## src/rtl/dm_frame_ctrl.sv

```systemverilog
// rtl/dm_frame_ctrl.sv - double-buffered image arbiter for a dot-matrix scanner
// Two requesters load a back buffer; it swaps to the display only on a qualifying end-of-frame.
module dm_frame_ctrl #(
    parameter int MIN_FRAMES = 4
) (
    input  logic        i_Clk,
    input  logic        i_Rst,
    input  logic        i_fDone,
    input  logic        i_Req0,
    input  logic [63:0] i_Data0,
    input  logic        i_Req1,
    input  logic [63:0] i_Data1,
    output logic        o_Ack0,
    output logic        o_Ack1,
    output logic [63:0] o_Data,
    output logic        o_Src,
    output logic        o_Busy
);

    typedef enum logic {
        ST_IDLE = 1'b0,
        ST_PEND = 1'b1
    } state_t;

    localparam logic [3:0] CNT_MAX = 4'(MIN_FRAMES - 1);

    state_t      state_q, state_d;
    logic [63:0] back_q, back_d;
    logic        back_src_q, back_src_d;
    logic        last_q, last_d;
    logic [3:0]  cnt_q, cnt_d;
    logic [63:0] data_q, data_d;
    logic        src_q, src_d;
    logic        ack0_q, ack0_d;
    logic        ack1_q, ack1_d;

    logic        grant_valid;
    logic        grant_idx;
    logic        swap;

    // On a tie the requester not granted last time wins; a lone request always wins.
    assign grant_valid = i_Req0 | i_Req1;
    assign grant_idx   = (i_Req0 & i_Req1) ? ~last_q : i_Req1;
    assign swap        = (state_q == ST_PEND) && i_fDone && (cnt_q == CNT_MAX);

    always_ff @(posedge i_Clk) begin
        if (i_Rst) begin
            state_q <= ST_IDLE;
        end else begin
            state_q <= state_d;
        end
    end

    always_comb begin
        state_d = state_q;
        case (state_q)
            ST_IDLE: if (grant_valid) state_d = ST_PEND;
            ST_PEND: if (swap)        state_d = ST_IDLE;
            default:                  state_d = ST_IDLE;
        endcase
    end

    always_comb begin
        back_d     = back_q;
        back_src_d = back_src_q;
        last_d     = last_q;
        data_d     = data_q;
        src_d      = src_q;
        ack0_d     = 1'b0;
        ack1_d     = 1'b0;
        cnt_d      = cnt_q;

        if (swap) begin
            cnt_d = 4'd0;
        end else if (i_fDone && (cnt_q != CNT_MAX)) begin
            cnt_d = cnt_q + 4'd1;
        end

        case (state_q)
            ST_IDLE: begin
                if (grant_valid) begin
                    back_d     = grant_idx ? i_Data1 : i_Data0;
                    back_src_d = grant_idx;
                    last_d     = grant_idx;
                    ack0_d     = ~grant_idx;
                    ack1_d     = grant_idx;
                end
            end
            ST_PEND: begin
                // The display only changes on the end-of-frame edge, so no frame tears.
                if (swap) begin
                    data_d = back_q;
                    src_d  = back_src_q;
                end
            end
            default: ;
        endcase
    end

    always_ff @(posedge i_Clk) begin
        if (i_Rst) begin
            back_q     <= 64'd0;
            back_src_q <= 1'b0;
            last_q     <= 1'b1;
            cnt_q      <= CNT_MAX;
            data_q     <= 64'd0;
            src_q      <= 1'b0;
            ack0_q     <= 1'b0;
            ack1_q     <= 1'b0;
        end else begin
            back_q     <= back_d;
            back_src_q <= back_src_d;
            last_q     <= last_d;
            cnt_q      <= cnt_d;
            data_q     <= data_d;
            src_q      <= src_d;
            ack0_q     <= ack0_d;
            ack1_q     <= ack1_d;
        end
    end

    assign o_Ack0 = ack0_q;
    assign o_Ack1 = ack1_q;
    assign o_Data = data_q;
    assign o_Src  = src_q;
    assign o_Busy = (state_q == ST_PEND);

endmodule
```

## config.mk

```make
export PLATFORM = sky130hd
export DESIGN_NAME = dm_frame_ctrl
export DESIGN_NICKNAME = d
export VERILOG_FILES = /design/src/rtl/dm_frame_ctrl.sv
export SDC_FILE = /design/constraint.sdc
export NUM_CORES = 1
export LEC_CHECK = 0
export ABC_CLOCK_PERIOD_IN_PS = 2100
export CAP_MARGIN = 15
export CORE_ASPECT_RATIO = 1.4
export CORE_MARGIN = 3
export CORE_UTILIZATION = 51
export DETAILED_ROUTE_END_ITERATION = 7
export DONT_BUFFER_PORTS = 1
export GPL_TIMING_DRIVEN = 0
export MAX_ROUTING_LAYER = met4
export PLACE_DENSITY = 0.66
export SLEW_MARGIN = 30
export SYNTH_ARGS = -nofsm -noshare
export SYNTH_HDL_FRONTEND = slang
export SYNTH_SLANG_ARGS = --single-unit
```

## constraint.sdc

```tcl
create_clock -name i_Clk -period 2.1 [get_ports i_Clk]
set_clock_uncertainty 0.05 [all_clocks]
set_input_delay 0.42 -clock i_Clk [delete_from_list [all_inputs] [get_ports i_Clk]]
set_output_delay 0.42 -clock i_Clk [all_outputs]
set_load 0.03 [all_outputs]
```

Word level (Yosys, flattened, before mapping)
Cells that the tools add are included.
{"block": "op_classes", "add_sub_neg": 1, "n_mul": 0, "n_div": 0, "magnitude_cmp": 0, "n_eq_ne": 2, "n_shift": 0, "mux": 7, "n_bitwise": 6, "reduce_logical": 8}
{"operator": "$mux W64", "count": 1}
{"operator": "$add A4 B1 Y4 const B", "count": 1}
{"operator": "$eq A4 B2 Y1 const B", "count": 1}
{"operator": "$mux W2", "count": 2}
{"operator": "$ne A4 B2 Y1 const B", "count": 1}
{"operator": "$not A1 Y1", "count": 4}
{"operator": "$reduce_and A2 Y1", "count": 2}
{"operator": "$logic_and A1 B1 Y1", "count": 3}
{"operator": "$mux W1", "count": 3}
{"operator": "$reduce_or A3 Y1", "count": 1}
{"operator": "$pmux W1 S2", "count": 1}
{"operator": "$reduce_bool A2 Y1", "count": 1}
{"operator": "$reduce_or A2 Y1", "count": 1}
{"operator": "$and A1 B1 Y1", "count": 1}
{"operator": "$or A1 B1 Y1", "count": 1}
{"block": "totals", "ff_bits": 138, "latch_bits": 0, "mem_bits_rw": 0, "mem_bits_ro": 0, "in_bits": 133, "out_inout_bits": 68, "mem_count": 0}

Longest topological paths before layout
{"block": "depth", "depth_word": 4, "ltp_mapped": 7}

Worst setup path before layout
OpenSTA, ideal clock, no wires.
{"block": "synth_path", "path_type": "register to register", "from": "register cnt_q[0]", "to": "register data_q[24] (netlist: o_Data[24])", "arrival_ps": 1432, "required_time_ps": 1978, "setup_slack_ps": 547, "stages_incl_launch_ff": 8, "path_buffers": 3, "path_cell_list": "dfxtp_1 ha_1 nor3b_2 and3_1 buf_6 buf_12 buf_8 mux2i_1"}
{"block": "synth_via", "elab_chain_len": 3}
{"element": "from (decl)", "line": "31", "text": "logic [3:0] cnt_q, cnt_d;"}
{"element": "from (signal assigned)", "line": "114", "text": "cnt_q <= cnt_d;"}
{"element": "$eq A4 B2 Y1", "line": "44", "text": "assign swap = (state_q == ST_PEND) && i_fDone && (cnt_q == CNT_MAX);"}
{"element": "$logic_and A1 B1 Y1", "line": "44"}
{"element": "$reduce_and A2 Y1 (no line)"}
{"element": "to (signal assigned)", "line": "115", "text": "data_q <= data_d;"}
{"element": "to (decl)", "line": "32", "text": "logic [63:0] data_q, data_d;"}
Every way passes these cells.
A chain may end at the register's enable or synchronous reset.

Worst setup path in the final report
{"block": "layout_path", "from": "register state_q (netlist: o_Busy)", "to": "register back_q[52]"}
{"block": "layout_via", "elab_chain_len": 2}
{"element": "from (decl)", "line": "27", "text": "state_t state_q, state_d;"}
{"element": "from (signal assigned)", "line": "50", "text": "state_q <= state_d;"}
{"element": "$not A1 Y1 (no line)"}
{"element": "$reduce_and A2 Y1 (no line)"}
{"element": "to (signal assigned)", "line": "111", "text": "back_q <= back_d;"}
{"element": "to (decl)", "line": "28", "text": "logic [63:0] back_q, back_d;"}
Every way passes these cells.

==> out/results.ini <==
[yosys]
ys.flop_type=dfxtp_1
syn_area_sq_um=6247
async_flop_share_pct=0
synth_cell_types=31
ys_top_cells_by_area=dfxtp_1 44%, nand2b_1 13%, mux2i_1 11%
synth_edf_count=0
seq_area_frac_synth_pct=44.22
avgSynthCellArea_sq_um=9.228
yosysTopAreaCell=dfxtp_1
synth_fp_nets=811
ys_seq_elements=138
yosysTopAreaCellShare_pct=44.22
synthCells=677
yosysWarnings=0

[final_layout]
final_common_cell=dfxtp_1
fillers=1106
seqCellArea_sq_um=2763
area_growth_pct=12.64
multi_input_area_sq_um=3105
fin_nets=830
n_antenna_cell=0
drive_gt1_share_pct=14.71
final_cell_mix=138 x dfxtp_1, 132 x nand2b_1, 68 x nor2_1, 66 x nand2_1, 66 x mux2i_1

[worst_setup_path]
worstPathBufferInverterCount=1
reg2reg_to=back_q[52]
worstPathArrival_ns=2.21
worst_setup_path_end_kind=flip-flop
cp_top_family=flip-flops
max_stage_delay_ns=0.70
critPathKind=reg -> reg
path_cells=o21bai_2 -> clkbuf_1 -> a21oi_1 -> a211oi_2
cpMaxStageDelayCell=dfxtp_1
r2r_slack_ns=0.17
worstPathMaxFanout=10
r2r_cells=4
worst_setup_path_start_kind=flip-flop
reg2reg_from=o_Busy
crit_required_ns=2.38

[worst_hold_path]
holdPathStages=2
hold_end=back_q[44]
hp-class=in -> reg
min_from=i_Data0[44]

[clock_network]
cts_tree=built
clk_latency_ns=0.40
post_cts_buffers=0
cts_max_path_buffers=2
htreeDepth=4
cts_hold_buf=0
cts_buffers=17
root_buffer=clkbuf_16
clkTransAtPathRegs_ns=0.06
cts_resized=0
cts.sinks=138

[route]
drtIter0Drc=125
routed_wl_mm=15.59
ant_nets=0
via_per_inst=5.577
wire_per_inst_microns=18.26
num_vias=4763
drc=0
dr.pass1.iters=4

[timing]
finalSetupViolations=0
setup_tns_ns=0
max_slew_margin_pct=59.81
hold_violations=0
layout_min_cycle_time_ns=1.933
tightest_slew_ns=0.6020
rsz0062_at_grt=no
post-route-period-util_pct=92.04
slew_viol_final=0
fmax_mhz=517.4

[global_routing]
antenna_found_initial=0
grt_pass1_wl_mm=24.72
grt.total_usage_pct=23.55
first_global_vias=4907
grt_max_degree=17
grt_overflow=0

[die]
die_x_microns=99.54
chipHeight_microns=137.0
start_util_pct=52.59
placementRows=47
io_pins=201
core_sq_um=11880
die_area_sq_um=13630

[power]
vdd_drop_max_mv=0.5974
p_leak_uw=0.002620
power_uw=7406
powerDensity_nw_per_um2=1053

[job]
cap_violations=0

[placed_design]
place.gp.congestion=0.8014
portBuffers=0
dp_hpwl_mm=11.66

[status]
status=complete, no violations

[report_power, final]
part | switching (uW) | leakage [uW] | internal, uW
clock | 1100 | 0.000292 | 1970
combinational | 661 | 0.00120 | 513
sequential | 282 | 0.00113 | 2870
total | 2050 | 0.00262 | 5360
[cells by family after synthesis]
family          after synthesis  synth area share [%]
compound gates              138                 16.58
flops                       138                 44.22
mux                          66                 10.57
xor+xnor                      1                0.1402
buf+inv                      59                 6.068
fa+ha+maj                     1                0.2002
simple gates                274                 22.21
[worst reg2reg max path, stage by stage (launching register included)]
cell and delay, ns:
dfxtp_1 0.70, o21bai_2 0.31, clkbuf_1 0.45, a21oi_1 0.12, a211oi_2 0.23
[metrics by stage]
step           utilization, %  setup slack (ns)  hold WS [ns]  instance area (sq um)  cells
2_1_floorplan               -            0.5465        0.4019                   6247    677
3_3_place_gp            54.14            0.2489        0.4088                   6431    824
3_5_place_dp            54.14            0.1568        0.4152                   6431    824
4_1_cts                 59.24            0.1351       0.08125                   7037    854
5_1_grt                 59.24           0.05034       0.09488                   7037    854
6_report                59.24            0.1672       0.09749                   7037    854
[metal layers]
metal	GRT usage, %	vias to the layer above	share of wire (%)
met5	-	-	0
met1	25.96	2269	39
li1	-	2326	-
met2	40.43	146	52
met3	6.986	22	6.9
met4	8.125	0	1.9
[cell usage after synthesis (4+ instances only)]
library cell and n:
dfxtp_1 138, nand2b_1 132, nor2_1 68, mux2i_1 66, nand2_1 66, a21oi_1 65, a211oi_1 34, a211oi_2 30
buf_2 23, clkbuf_1 17, buf_4 8, buf_6 5, buf_8 4
[sequential cells by signal, indices dropped and copies added (netlist names)]
name        flops
o_Busy          1
o_Ack1          1
back_src_q      1
back_q         64
o_Ack0          1
o_Src           1
cnt_q           4
last_q          1
o_Data         64
[area by class of cell]
| cell class | count | area share [%] |
|---|---|---|
| inverter | 1 | 0.05334 |
| buffer | 58 | 5.334 |
| tap | 147 | 2.614 |
| clock inverter | 12 | 2.507 |
| sequential | 138 | 39.26 |
| clock buffer | 18 | 6.099 |
| multi-input combinational | 480 | 44.13 |
[how the worst max path moves through the flow]
stage	startpoint	endpoint	slack, ns	depth (start not counted)
floorplan	cnt_q[0]	o_Data[24]	0.55	7
global placement	o_Busy	back_q[56]	0.25	4
detailed placement	o_Busy	back_q[52]	0.16	4
CTS	o_Busy	back_q[52]	0.14	4
global route	o_Busy	back_q[58]	0.05	4
finish	o_Busy	back_q[52]	0.17	4
(Power assumes the default switching activity.)
==> patch 1, RTL diff (same settings) <==
Reset style: asynchronous (`i_Rst`), changed in 2 clocked blocks.
--- a/src/rtl/dm_frame_ctrl.sv
+++ b/src/rtl/dm_frame_ctrl.sv
@@ -44,5 +44,5 @@
     assign swap        = (state_q == ST_PEND) && i_fDone && (cnt_q == CNT_MAX);
 
-    always_ff @(posedge i_Clk) begin
+    always_ff @(posedge i_Clk or posedge i_Rst) begin
         if (i_Rst) begin
             state_q <= ST_IDLE;
@@ -98,5 +98,5 @@
     end
 
-    always_ff @(posedge i_Clk) begin
+    always_ff @(posedge i_Clk or posedge i_Rst) begin
         if (i_Rst) begin
             back_q     <= 64'd0;
Check against the original RTL: differs if i_Rst is asserted again (counterexample within 4 cycles, from zero or initial values and one cycle with i_Rst high); with i_Rst held inactive, the same outputs for 4 cycles.
==> patch 1 against the original RTL <==
- area after synthesis decreased by 8.4%
- wire length decreased by 15%
- sequential cell count unchanged
- worst setup slack got worse by 0.12 ns
- count of clock-buffer cells in the layout increased by 1
- cell area decreased by 5.7%
Power is not compared: it rests on default switching activity, and its combinational part moved more than twofold at a synthesized area within 25%.
==> patch 1: results (changes against the original RTL) <==
stage;metric;value;unit;change
run_status;status;complete, no violations;;unchanged
grt;gr usage total;22.2;%;was 23.5%
worst_setup_path;FF-to-FF path depth;6;;was 4
layout;fin nets;565;;was 830
grt;largest net degree at the start of global routing;31;;was 17
grt;vias in the first global route;3875;;was 4907
power_and_ir_drop;LEAKAGE;3.08;nW;
yosys;post-synthesis sequential area ratio;60.4;%;was 44.2%
yosys;Area contributors post-synth;dfrtp_1 59%, mux2_4 10%, a221o_1 8.2%, mux2_2 5.3%, and2_1 5.1%;;was dfxtp_1 44%, nand2b_1 13%, mux2i_1 11%, a211oi_2 6.0%, a21oi_1 5.2%
place;worst slack, placed;-0.252;ns;was 0.157 ns
place;gp weighted congestion;0.777;;was 0.801
cts;Clock Root Buffer;clkbuf_16;;unchanged
place;placed cell areas;6030;µm²;was 6430 µm²
drt;drt wl/cell;22.9;µm;was 18.3 µm
drt;Vias per Instance;5.97;;was 5.58
layout;layout cells sized above 1;29.3;%;was 14.7%
worst_setup_path;Worst Path Arrival;2.30;ns;was 2.21 ns
drt;Pre-Repair DR Iteration Count;5;;was 4
yosys;count of cell types in the netlist;29;;was 31
cts;clk buf depth;2;;unchanged
yosys;syn_nets;537;;was 811
power_and_ir_drop;maximum vdd drop;0.000810;V;
worst_hold_path;worst hold stages;1;;was 2
yosys;Mapped Cells;403;;was 677
yosys;synth cell count leaders;135 x dfrtp_1, 47 x a221o_1, 47 x and2_1;;was 138 x dfxtp_1, 132 x nand2b_1, 68 x nor2_1
place;post-DP HPWL;9.50;mm;was 11.7 mm
drt;final wirelength;13.3;mm;was 15.6 mm
place;Cells after DPL;549;;was 824
cts;H-tree depth;4;;unchanged
yosys;async set-reset flop share out of synthesis;100;%;was 0%
drt;DR iter-0 viols;123;;was 125
timing;Tightest Pin Transition;0.602;ns;about the same
grt;first-pass GRT wire length;20.5;mm;was 24.7 mm
patch 1: changes by cell type in the layout (fill, tap and decap cells not counted), moves of 47 or more:
cell and change:
dfxtp_1 -138, dfrtp_1 +134, nand2b_1 -132, mux2i_1 -66, nor2_1 -65, a21oi_1 -47, a221o_1 +47, and2_1 +47
nand2_1 -47
patch 1: stage by stage:
step	hold WS (ns)	TNS, ns
2_1_floorplan	0.400	-11.97
3_3_place_gp	0.415	-106.14
3_5_place_dp	0.294	-7.18
4_1_cts	0.0218	0
5_1_grt	0.0264	-0.0196
6_report	0.0320	0
patch 1: power groups by stage:
stage | registers [W] | logic, W | clock network (W)
4_1_cts | 0.00603 | 0.00295 | 0.00259
3_5_place_dp | 0.00606 | 0.00291 | 0
3_3_place_gp | 0.00600 | 0.00279 | 0
6_report | 0.00601 | 0.00300 | 0.00255
2_1_floorplan | 0.00573 | 0.00246 | 0
5_1_grt | 0.00619 | 0.00332 | 0.00272
patch 1: kinds of logic after synthesis:
group / synth area share, %
simple gates: 7.28
fa+ha+maj: 0.219
flops: 60.4
buf+inv: 2.84
xor+xnor: 0.153
compound gates: 13.6
mux: 15.5
patch 1: area by class of cell:
type / count / area [µm²]
fillers: 875 / 4290
clock buffers: 19 / 443
clock inverters: 9 / 55.1
flip-flops and latches: 138 / 3460
multi-input cells: 234 / 2120
plain buffers: 28 / 193
inverters: 3 / 15.0
well taps: 141 / 176
repair buffers: 9 / 173
patch 1: worst max-delay path: stages (launching register included):
cell	delay [ns]
dfstp_2	0.57
ha_4	0.15
nand2_1	0.07
or4_4	0.48
buf_12	0.18
buf_12	0.15
mux2_4	0.30
patch 1: final timing paths:
kind                       startpoint         end  slack, ns
setup / recovery             cnt_q[0]   o_Data[1]       0.04
hold / removal                 i_Req0      last_q       0.03
setup reg to reg             cnt_q[0]   o_Data[1]       0.04
hold reg to reg            back_src_q  back_src_q       0.44
max in group asynchronous       i_Rst    cnt_q[0]       0.60
min in group asynchronous       i_Rst  o_Data[32]       0.46
patch 1: metal layers:
metal  vias up  GRT usage, %  wire [µm]
li1       1543             -          -
met1      1753          26.8       5210
met2       157          35.3       6800
met3        16          7.04       1080
met4         0          7.04        194
met5         -             -          0
patch 1: repair_timing:
item	4_1_cts	5_1_grt
setup endpoints to repair	69	50
resized for setup	7	11
hold buffers	1	0
endpoints found under the hold margin	20	0
cloned	0	1
setup buffers	0	2
==> patch 2, RTL diff (config.mk and constraints unchanged) <==
Made on the original files. One comparison of `cnt_q` changes from == to >=.
--- a/src/rtl/dm_frame_ctrl.sv
+++ b/src/rtl/dm_frame_ctrl.sv
@@ -42,5 +42,5 @@
     assign grant_valid = i_Req0 | i_Req1;
     assign grant_idx   = (i_Req0 & i_Req1) ? ~last_q : i_Req1;
-    assign swap        = (state_q == ST_PEND) && i_fDone && (cnt_q == CNT_MAX);
+    assign swap        = (state_q == ST_PEND) && i_fDone && (cnt_q >= CNT_MAX);
 
     always_ff @(posedge i_Clk) begin
Check against the original RTL: no difference found for any inputs over 10 cycles, from zero or initial values and one cycle with i_Rst high; that may be too few to reach the edited logic, so the function may still have changed.
==> patch 2 against the original RTL <==
- sequential share of layout area increased by 5.3 points
- cell count decreased by 0.82%
- sequential cell count unchanged
- power decreased by 8.1%
- combinational power decreased by 37%
- count of clock-buffer cells in the layout increased by 4
- sequential power decreased by 5%
- cell area decreased by 12%
- wire length decreased by 4.8%
- area after synthesis decreased by 13%
- worst setup slack improved by 0.033 ns
- fmax increased by 1.7%
- via count decreased by 0.10%
==> patch 2: results (changes against the original RTL) <==
stage;metric;value;unit;change
run_status;status;complete, no violations;;unchanged
yosys;post-synthesis mux area share;0;%;was 10.6%
place;Cells after DPL;815;;was 824
layout;layout cells sized above 1;9.69;%;was 14.7%
place;gp weighted congestion;0.777;;was 0.801
yosys;Post-Synth XOR/XNOR Area;0.162;%;was 0.140%
worst_setup_path;CP max stage cell;dfxtp_1;;unchanged
grt;vias in the first global route;4728;;was 4907
timing;Worst slew margin;61.3;%;was 59.8%
worst_setup_path;Worst Path Arrival;2.19;ns;was 2.21 ns
yosys;count of cell types in the netlist;34;;was 31
layout;Finished Layout Cells;847;;was 854
worst_setup_path;critical path's largest stage delay;0.58;ns;was 0.70 ns
worst_setup_path;R2R Setup Slk;0.20;ns;was 0.17 ns
grt;first-pass GRT wire length;23.2;mm;was 24.7 mm
yosys;Mapped Cells;680;;was 677
worst_hold_path;Hold Path Sink;back_q[7];;was back_q[44]
drt;drt wl/cell;17.5;µm;was 18.3 µm
yosys;post-synthesis sequential area ratio;51.0;%;was 44.2%
power_and_ir_drop;LEAKAGE;2.34;nW;was 2.62 nW
worst_setup_path;Top Family by Delay on Critical Path;buffers and inverters;;was flip-flops
layout;fin nets;833;;was 830
grt;gr usage total;25.6;%;was 23.5%
cts;post-CTS setup buffer count;0;;unchanged
yosys;Area contributors post-synth;dfxtp_1 51%, nand2_1 13%, a21oi_1 12%, a211oi_1 8.9%, nor2_1 4.6%;;was dfxtp_1 44%, nand2b_1 13%, mux2i_1 11%, a211oi_2 6.0%, a21oi_1 5.2%
worst_setup_path;FF-to-FF path depth;6;;was 4
yosys;Adder-Cell Fraction of Synth Area;0.231;%;was 0.200%
cts;CTS resizes;0;;unchanged
drt;routed vias;4758;;was 4763
worst_setup_path;R2R Path End;o_Data[42];;was back_q[52]
yosys;Synth Area in Compound Gates;23.3;%;was 16.6%
layout;Filler cells;989;;was 1106
yosys;syn_nets;814;;was 811
power_and_ir_drop;maximum vdd drop;0.000567;V;was 0.000597 V
power_and_ir_drop;switching share of total power;26.0;%;was 27.7%
worst_hold_path;Worst Hold Launch;i_Data0[7];;was i_Data0[44]
timing;Hold WS;0.0914;ns;was 0.0975 ns
yosys;synth cell count leaders;194 x nand2_1, 138 x dfxtp_1, 130 x a21oi_1;;was 138 x dfxtp_1, 132 x nand2b_1, 68 x nor2_1
place;post-DP HPWL;10.7;mm;was 11.7 mm
drt;DR iter-0 viols;204;;was 125
patch 2: cell count changes in the layout (fill, tap and decap cells not counted), moves of 2 or more:
| cell | unedited run | this run |
|---|---|---|
| a211oi_1 | 34 | 64 |
| a211oi_2 | 30 | 0 |
| a21oi_1 | 65 | 130 |
| buf_8 | 4 | 0 |
| clkbuf_1 | 18 | 26 |
| clkbuf_8 | 0 | 3 |
| clkinv_4 | 3 | 1 |
| mux2i_1 | 66 | 0 |
| nand2_1 | 66 | 194 |
| nand2b_1 | 132 | 1 |
| o21ai_0 | 0 | 2 |
patch 2: kinds of logic after synthesis:
group	Yosys count
XOR/XNOR	1
buffers and inverters	59
AND/OR/NAND/NOR	272
flip-flops	138
adder cells (fa/ha/maj)	1
AO/OA/AOI/OAI	209
patch 2: final cells by class:
| cell class | instances | share of cell area, % |
|---|---|---|
| clock buffers | 22 | 7.65 |
| multi-input cells | 483 | 37.8 |
| flip-flops and latches | 138 | 44.6 |
| well taps | 135 | 2.73 |
| plain buffers | 59 | 5.01 |
| clock inverters | 10 | 2.26 |
patch 2: power groups by stage:
stage | clock network (W) | registers, W | logic, W
3_3_place_gp | 0 | 0.00304 | 0.000710
2_1_floorplan | 0 | 0.00302 | 0.000567
5_1_grt | 0.00322 | 0.00302 | 0.000833
3_5_place_dp | 0 | 0.00305 | 0.000731
6_report | 0.00308 | 0.00300 | 0.000734
4_1_cts | 0.00312 | 0.00300 | 0.000738
patch 2: metrics by stage:
stage | cell area [µm²] | utilization, % | total power (W) | setup WS, ns
global placement | 5580 | 55.2 | 0.00375 | 0.249
detailed placement | 5580 | 55.2 | 0.00378 | 0.239
CTS | 6200 | 61.3 | 0.00685 | 0.225
finish | 6200 | 61.3 | 0.00681 | 0.200
floorplan | 5410 | - | 0.00359 | 0.542
global route | 6200 | 61.3 | 0.00707 | 0.0187
patch 2: metal layers:
layer | up-vias | track usage, % | part of all wire, %
met3 | 39 | 8.34 | 8.6
met5 | - | - | 0
met4 | 0 | 11.7 | 3.1
met1 | 2193 | 28.9 | 40
li1 | 2344 | - | -
met2 | 182 | 41.0 | 48
patch 2: worst max-delay path by stage:
stage	startpoint	endpoint	slack, ns	cells after the start
final	o_Busy	o_Data[42]	0.20	6
after global routing	o_Busy	o_Data[58]	0.02	5
after CTS	o_Busy	o_Data[42]	0.22	6
after detailed placement	o_Busy	o_Data[42]	0.24	6
after global placement	o_Busy	o_Data[56]	0.25	5
after floorplan	cnt_q[0]	cnt_q[1]	0.54	4
